<file path="config.mk">
export PLATFORM = sky130hd
export DESIGN_NAME = gol_next_state
export DESIGN_NICKNAME = d
export VERILOG_FILES = /design/src/rtl/gol_next_state.sv
export SDC_FILE = /design/constraint.sdc
export NUM_CORES = 1
export LEC_CHECK = 0
export ABC_AREA = 0
export BUFFER_PORTS_ARGS = -buffer_cell sky130_fd_sc_hd__buf_2
export CORE_AREA = 2 2 209 211
export CTS_CLUSTER_SIZE = 30
export DETAILED_ROUTE_END_ITERATION = 6
export DIE_AREA = 0 0 211 213
export MAX_ROUTING_LAYER = met4
export PLACE_DENSITY = 0.59
export SLEW_MARGIN = 20
export SYNTH_ARGS = -nofsm -noshare
export SYNTH_HDL_FRONTEND = slang
export SYNTH_SLANG_ARGS = --single-unit
</file>
<file path="constraint.sdc">
create_clock -name clk -period 8.5 [get_ports clk]
set_input_delay 0.85 -clock clk [delete_from_list [all_inputs] [get_ports clk]]
set_output_delay 0.85 -clock clk [all_outputs]
set_load 0.005 [all_outputs]
</file>
<file path="src/rtl/gol_next_state.sv">
// Conway's Game of Life stepper for a 16x16 board: computes one generation a row per clock,
// then pulses enable_update with the finished board and its population.
module gol_next_state #(
   parameter int unsigned WRAP = 0
) (
   input  logic               clk,
   input  logic               reset,
   input  logic               start,
   input  logic [15:0][15:0]  grid,
   output logic [15:0][15:0]  grid_next,
   output logic               enable_update,
   output logic               busy,
   output logic [15:0]        gen_count,
   output logic [8:0]         alive_count
);

   typedef enum logic [1:0] {StIdle, StCalc, StDone} state_e;

   state_e            state_q, state_d;
   logic [3:0]        row_idx_q, row_idx_d;
   logic [15:0][15:0] grid_next_q, grid_next_d;
   logic [8:0]        alive_q, alive_d;
   logic [15:0]       gen_q, gen_d;

   logic [15:0]       row_new;
   logic [8:0]        row_pop;

   // Off-board cells read as dead unless the board is toroidal.
   function automatic logic cell_at(input logic [15:0][15:0] g, input int r, input int c);
      int rr;
      int cc;
      rr = r;
      cc = c;
      if (WRAP != 0) begin
         rr = (r + 16) % 16;
         cc = (c + 16) % 16;
      end
      if (rr < 0 || rr > 15 || cc < 0 || cc > 15) return 1'b0;
      return g[4'(rr)][4'(cc)];
   endfunction

   always_comb begin
      row_new = '0;
      row_pop = '0;
      for (int c = 0; c < 16; c++) begin : g_col
         logic [3:0] nbrs;
         logic       cur;
         nbrs = '0;
         cur  = grid[row_idx_q][4'(c)];
         for (int dr = -1; dr <= 1; dr++) begin
            for (int dc = -1; dc <= 1; dc++) begin
               if (dr != 0 || dc != 0) begin
                  nbrs = nbrs + 4'(cell_at(grid, int'(row_idx_q) + dr, c + dc));
               end
            end
         end
         row_new[4'(c)] = (nbrs == 4'd3) || (cur && nbrs == 4'd2);
         row_pop        = row_pop + 9'(row_new[4'(c)]);
      end
   end

   always_comb begin
      state_d     = state_q;
      row_idx_d   = row_idx_q;
      grid_next_d = grid_next_q;
      alive_d     = alive_q;
      gen_d       = gen_q;
      unique case (state_q)
         StIdle: begin
            if (start) begin
               state_d   = StCalc;
               row_idx_d = '0;
               alive_d   = '0;
            end
         end
         StCalc: begin
            grid_next_d[row_idx_q] = row_new;
            alive_d                = alive_q + row_pop;
            row_idx_d              = row_idx_q + 4'd1;
            if (row_idx_q == 4'd15) state_d = StDone;
         end
         StDone: begin
            state_d = StIdle;
            gen_d   = gen_q + 16'd1;
         end
         default: state_d = StIdle;
      endcase
   end

   always_ff @(posedge clk) begin
      if (reset) begin
         state_q     <= StIdle;
         row_idx_q   <= '0;
         grid_next_q <= '0;
         alive_q     <= '0;
         gen_q       <= '0;
      end else begin
         state_q     <= state_d;
         row_idx_q   <= row_idx_d;
         grid_next_q <= grid_next_d;
         alive_q     <= alive_d;
         gen_q       <= gen_d;
      end
   end

   assign grid_next     = grid_next_q;
   assign alive_count   = alive_q;
   assign gen_count     = gen_q;
   assign enable_update = (state_q == StDone);
   assign busy          = (state_q != StIdle);

endmodule

</file>
==> results.md <==
- Post-synth EDFFs: 0
- Placed cell areas: 0.0124 mm²
- Total setup buffers inserted after CTS: 0
- CTS Hold Buffers Added: 0
- IO Pins: 542
- Largest net degree at the start of global routing: 116
- Global-route wire length before repair: between 40000 and 50000 µm
- Max FO, Critical Path: 32
- Max cap viols: 0
- Peak VDD IR: roughly 0.00011 V
- Resize count post-CTS: 0
- Synth Register Bits: 150
- Switching power of the nets: around 0.80 mW
- CTS Buf Count: 17
- Setup ws final: 2040 ps
- Row count: between 70 and 80
- Critical path endpoint category: flip-flop
- Critical path launch point: row_idx_q[0]
- Fillers: roughly 4500
- Critical path arrival: 6810 ps
- Clk sinks: 150
- Area grow syn2layout: 17.0%
- Final Hold Fails: 0
- YS warnings: 0
- Placement Setup Slack: 1960 ps
- Hold path cells: 2
- Area of the die: 0.0449 mm²
- Mapped Cells: 1090
- Largest family of logic cells by synthesized area: multiplexers
- Nets: 1636
- Simple-gate share of the synthesized area: 0.161
- Final instance area: approximately 0.013 mm²
- CTS tree: done
- Critical path class: flip-flop to flip-flop
- Htree depth: 4
- Port buffer count: 276
- Routability cong.: 0.876
- Asr flop ratio synth: 0
- Final setup TNS: 0 ps
- Register-to-register setup slack: 2040 ps
- Chip width: approximately 210 µm
- Initial core utilization: 0.262
- Vias in the first global route: 8350
- Clock power share: 0.352
- Reg2reg start: row_idx_q[0]
- Wire per inst: 17.9 µm
- Worst-Skew Late Latency: 440 ps
- Layout cell share with drive strength beyond 1: 0.330
- Max clock buf depth: 2
- Fin crit share: 0.760
- FF-to-FF path depth: 18
- Reg area: 0.00301 mm²
- Post-synth cell types: 58
- Via count: 8972
- # DRC: 0
- Share of total power in combinational logic: 0.334
- Root Buffer: clkbuf_16
- Syn avg cell area: roughly 10 µm²
- Worst hold slack: about 480 ps
- Post-synthesis sequential area ratio: 0.269
- Grt ovf: 0
- Unrepaired setup endpoints after global routing: false
- Post-synthesis compound-gate area fraction: 0.103
- Area of the core: 0.0427 mm²
- Mux cell area share after synthesis: 0.234
- Setup violators final: 0
- Critical path capture point: grid_next[85]
- Final slew viol count: 0
- Fmax: 155 MHz
- HP Class: flip-flop to flip-flop
- Post-Synth Adder-Cell Area: 0.0784
- Critical path data required time: 8850 ps
- CTS clock-pin slew for the worst setup and hold paths: approximately 60 ps
- Initial antenna violation count: 2
- Sequential power share: 0.314
- Prevailing post-synth register cell: dfxtp_1
- Status: completed
- Reg-to-reg endpoint: grid_next[85]
- Number of vias per cell: between 4 and 5
- Area of the multi-input gates: 0.00718 mm²
- Initial DRT Pass Iterations: 5
- P per Cell Area: 177 mW/mm²
- Post-synthesis cell area: 0.0112 mm²
- Final WL: between 30000 and 40000 µm
- Die height: 213 µm
- Xor/xnor share of the synthesized area: 0.0203
- HPWL after DPL: 25800 µm
- Final ANT Viol Nets: 0
- Slew margin rel.: 0.339
- Gr usage total: 0.149
- Crit start category: flip-flop
- Final worst path period need: ~6500 ps
- Int Pwr: 1.52 mW
- Sw frac: 0.345
- Worst-margin pin slew: 987 ps
- P_leak: 5.63 nW
- Clk_skew: 8.39 ps
- Starting DRC count in detailed routing: 579
[power by group through the flow]
stage	logic [mW]	clock network [mW]	registers [mW]
6_report	0.773	0.815	0.727
2_1_floorplan	0.564	0	0.738
3_5_place_dp	0.788	0	0.743
5_1_grt	0.872	0.862	0.729
3_3_place_gp	0.767	0	0.742
4_1_cts	0.792	0.832	0.727
[worst max-delay path, cell delays in order (launching register included)]
cell and delay [ps]:
dfxtp_4 680, inv_2 80, buf_4 270, ha_1 340, xnor2_2 780, a211oi_1 180, a211oi_1 750, fa_1 530
inv_1 80, fa_1 400, inv_1 90, fa_1 390, ha_1 210, fa_1 380, nor2_1 120, a21oi_1 60
nor3b_1 440, o31ai_2 330, o21ai_0 240
[synth_stat cells (7+ instances only)]
| library cell | number | area (µm²) |
|---|---|---|
| and3_1 | 10 | 62.6 |
| inv_1 | 27 | 101 |
| dfxtp_1 | 150 | 3000 |
| clkbuf_1 | 43 | 161 |
| a211oi_1 | 11 | 82.6 |
| a21oi_1 | 15 | 75.1 |
| nand3_1 | 22 | 110 |
| xnor2_1 | 7 | 61.3 |
| nor2_1 | 36 | 135 |
| nand4_1 | 10 | 62.6 |
| ha_1 | 30 | 375 |
| mux2i_1 | 42 | 420 |
| o21ai_0 | 134 | 671 |
| mux4_2 | 93 | 2090 |
| and2_1 | 14 | 87.6 |
| buf_2 | 15 | 75.1 |
| fa_1 | 25 | 500 |
| nand2_1 | 35 | 131 |
| buf_4 | 143 | 1070 |
| o211ai_1 | 8 | 60.1 |
| xor2_1 | 12 | 105 |
| nand3b_1 | 133 | 998 |
[metal layers]
layer	share of wire	vias to the layer above	wire length, µm	GRT usage
met5	0	-	0	-
met2	0.48	355	16100	0.241
met1	0.45	4386	15300	0.196
li1	-	4206	-	-
met3	0.056	25	1900	0.0256
met4	0.010	0	350	0.0306
[flip-flops by register name, indices dropped and copies added, names as in the netlist]
| signal | flops |
|---|---|
| state_q | 2 |
| grid_next | 128 |
| row_idx_q | 4 |
| gen_count | 16 |
[logic make-up after synthesis]
kind of cell | Yosys count
other | 1
AO/OA/AOI/OAI | 193
AND/OR/NAND/NOR | 290
buffers and inverters | 237
XOR/XNOR | 22
flip-flops | 150
adder cells (fa/ha/maj) | 55
multiplexers | 142
[final cells by class]
type / instances / share of cell area
timing repair buffer: 286 / 0.113
sequential: 150 / 0.230
multi-input combinational: 839 / 0.549
antenna: 1 / 0.000191
tap: 546 / 0.0522
clock inverter: 14 / 0.0152
inverter: 28 / 0.00804
clock buffer: 17 / 0.0325
[metrics by stage]
stage | std cells | util | total power, mW
6_report | 1881 | 0.306 | 2.32
5_1_grt | 1881 | 0.306 | 2.46
4_1_cts | 1880 | 0.306 | 2.35
3_5_place_dp | 1849 | 0.292 | 1.53
3_3_place_gp | 1849 | 0.292 | 1.51
2_1_floorplan | 1226 | - | 1.30
[cell usage in the layout, fill, tap and decap left out, types with 10 or more instances in the layout]
| cell | synthesis | routed |
|---|---|---|
| and3_1 | 10 | 10 |
| nor2_1 | 36 | 36 |
| conb_1 | 1 | 137 |
| buf_2 | 15 | 275 |
| and2_1 | 14 | 14 |
| inv_1 | 27 | 27 |
| clkbuf_16 | 0 | 17 |
| ha_1 | 30 | 29 |
| nand4_1 | 10 | 10 |
| dfxtp_1 | 150 | 147 |
| buf_4 | 143 | 10 |
| mux2i_1 | 42 | 42 |
| mux4_2 | 93 | 93 |
| xor2_1 | 12 | 12 |
| fa_1 | 25 | 25 |
| a211oi_1 | 11 | 11 |
| nand2_1 | 35 | 35 |
| a21oi_1 | 15 | 15 |
| nand3b_1 | 133 | 133 |
| nand3_1 | 22 | 22 |
| o21ai_0 | 134 | 134 |
[worst min path at each step]
stage | start | to
2_1_floorplan | grid_next[0] | grid_next[0]
3_3_place_gp | grid_next[212] | grid_next[212]
3_5_place_dp | grid_next[130] | grid_next[130]
4_1_cts | grid_next[38] | grid_next[38]
5_1_grt | grid_next[112] | grid_next[112]
6_report | grid_next[82] | grid_next[82]
No activity file was read; power rests on OpenSTA's default activity.
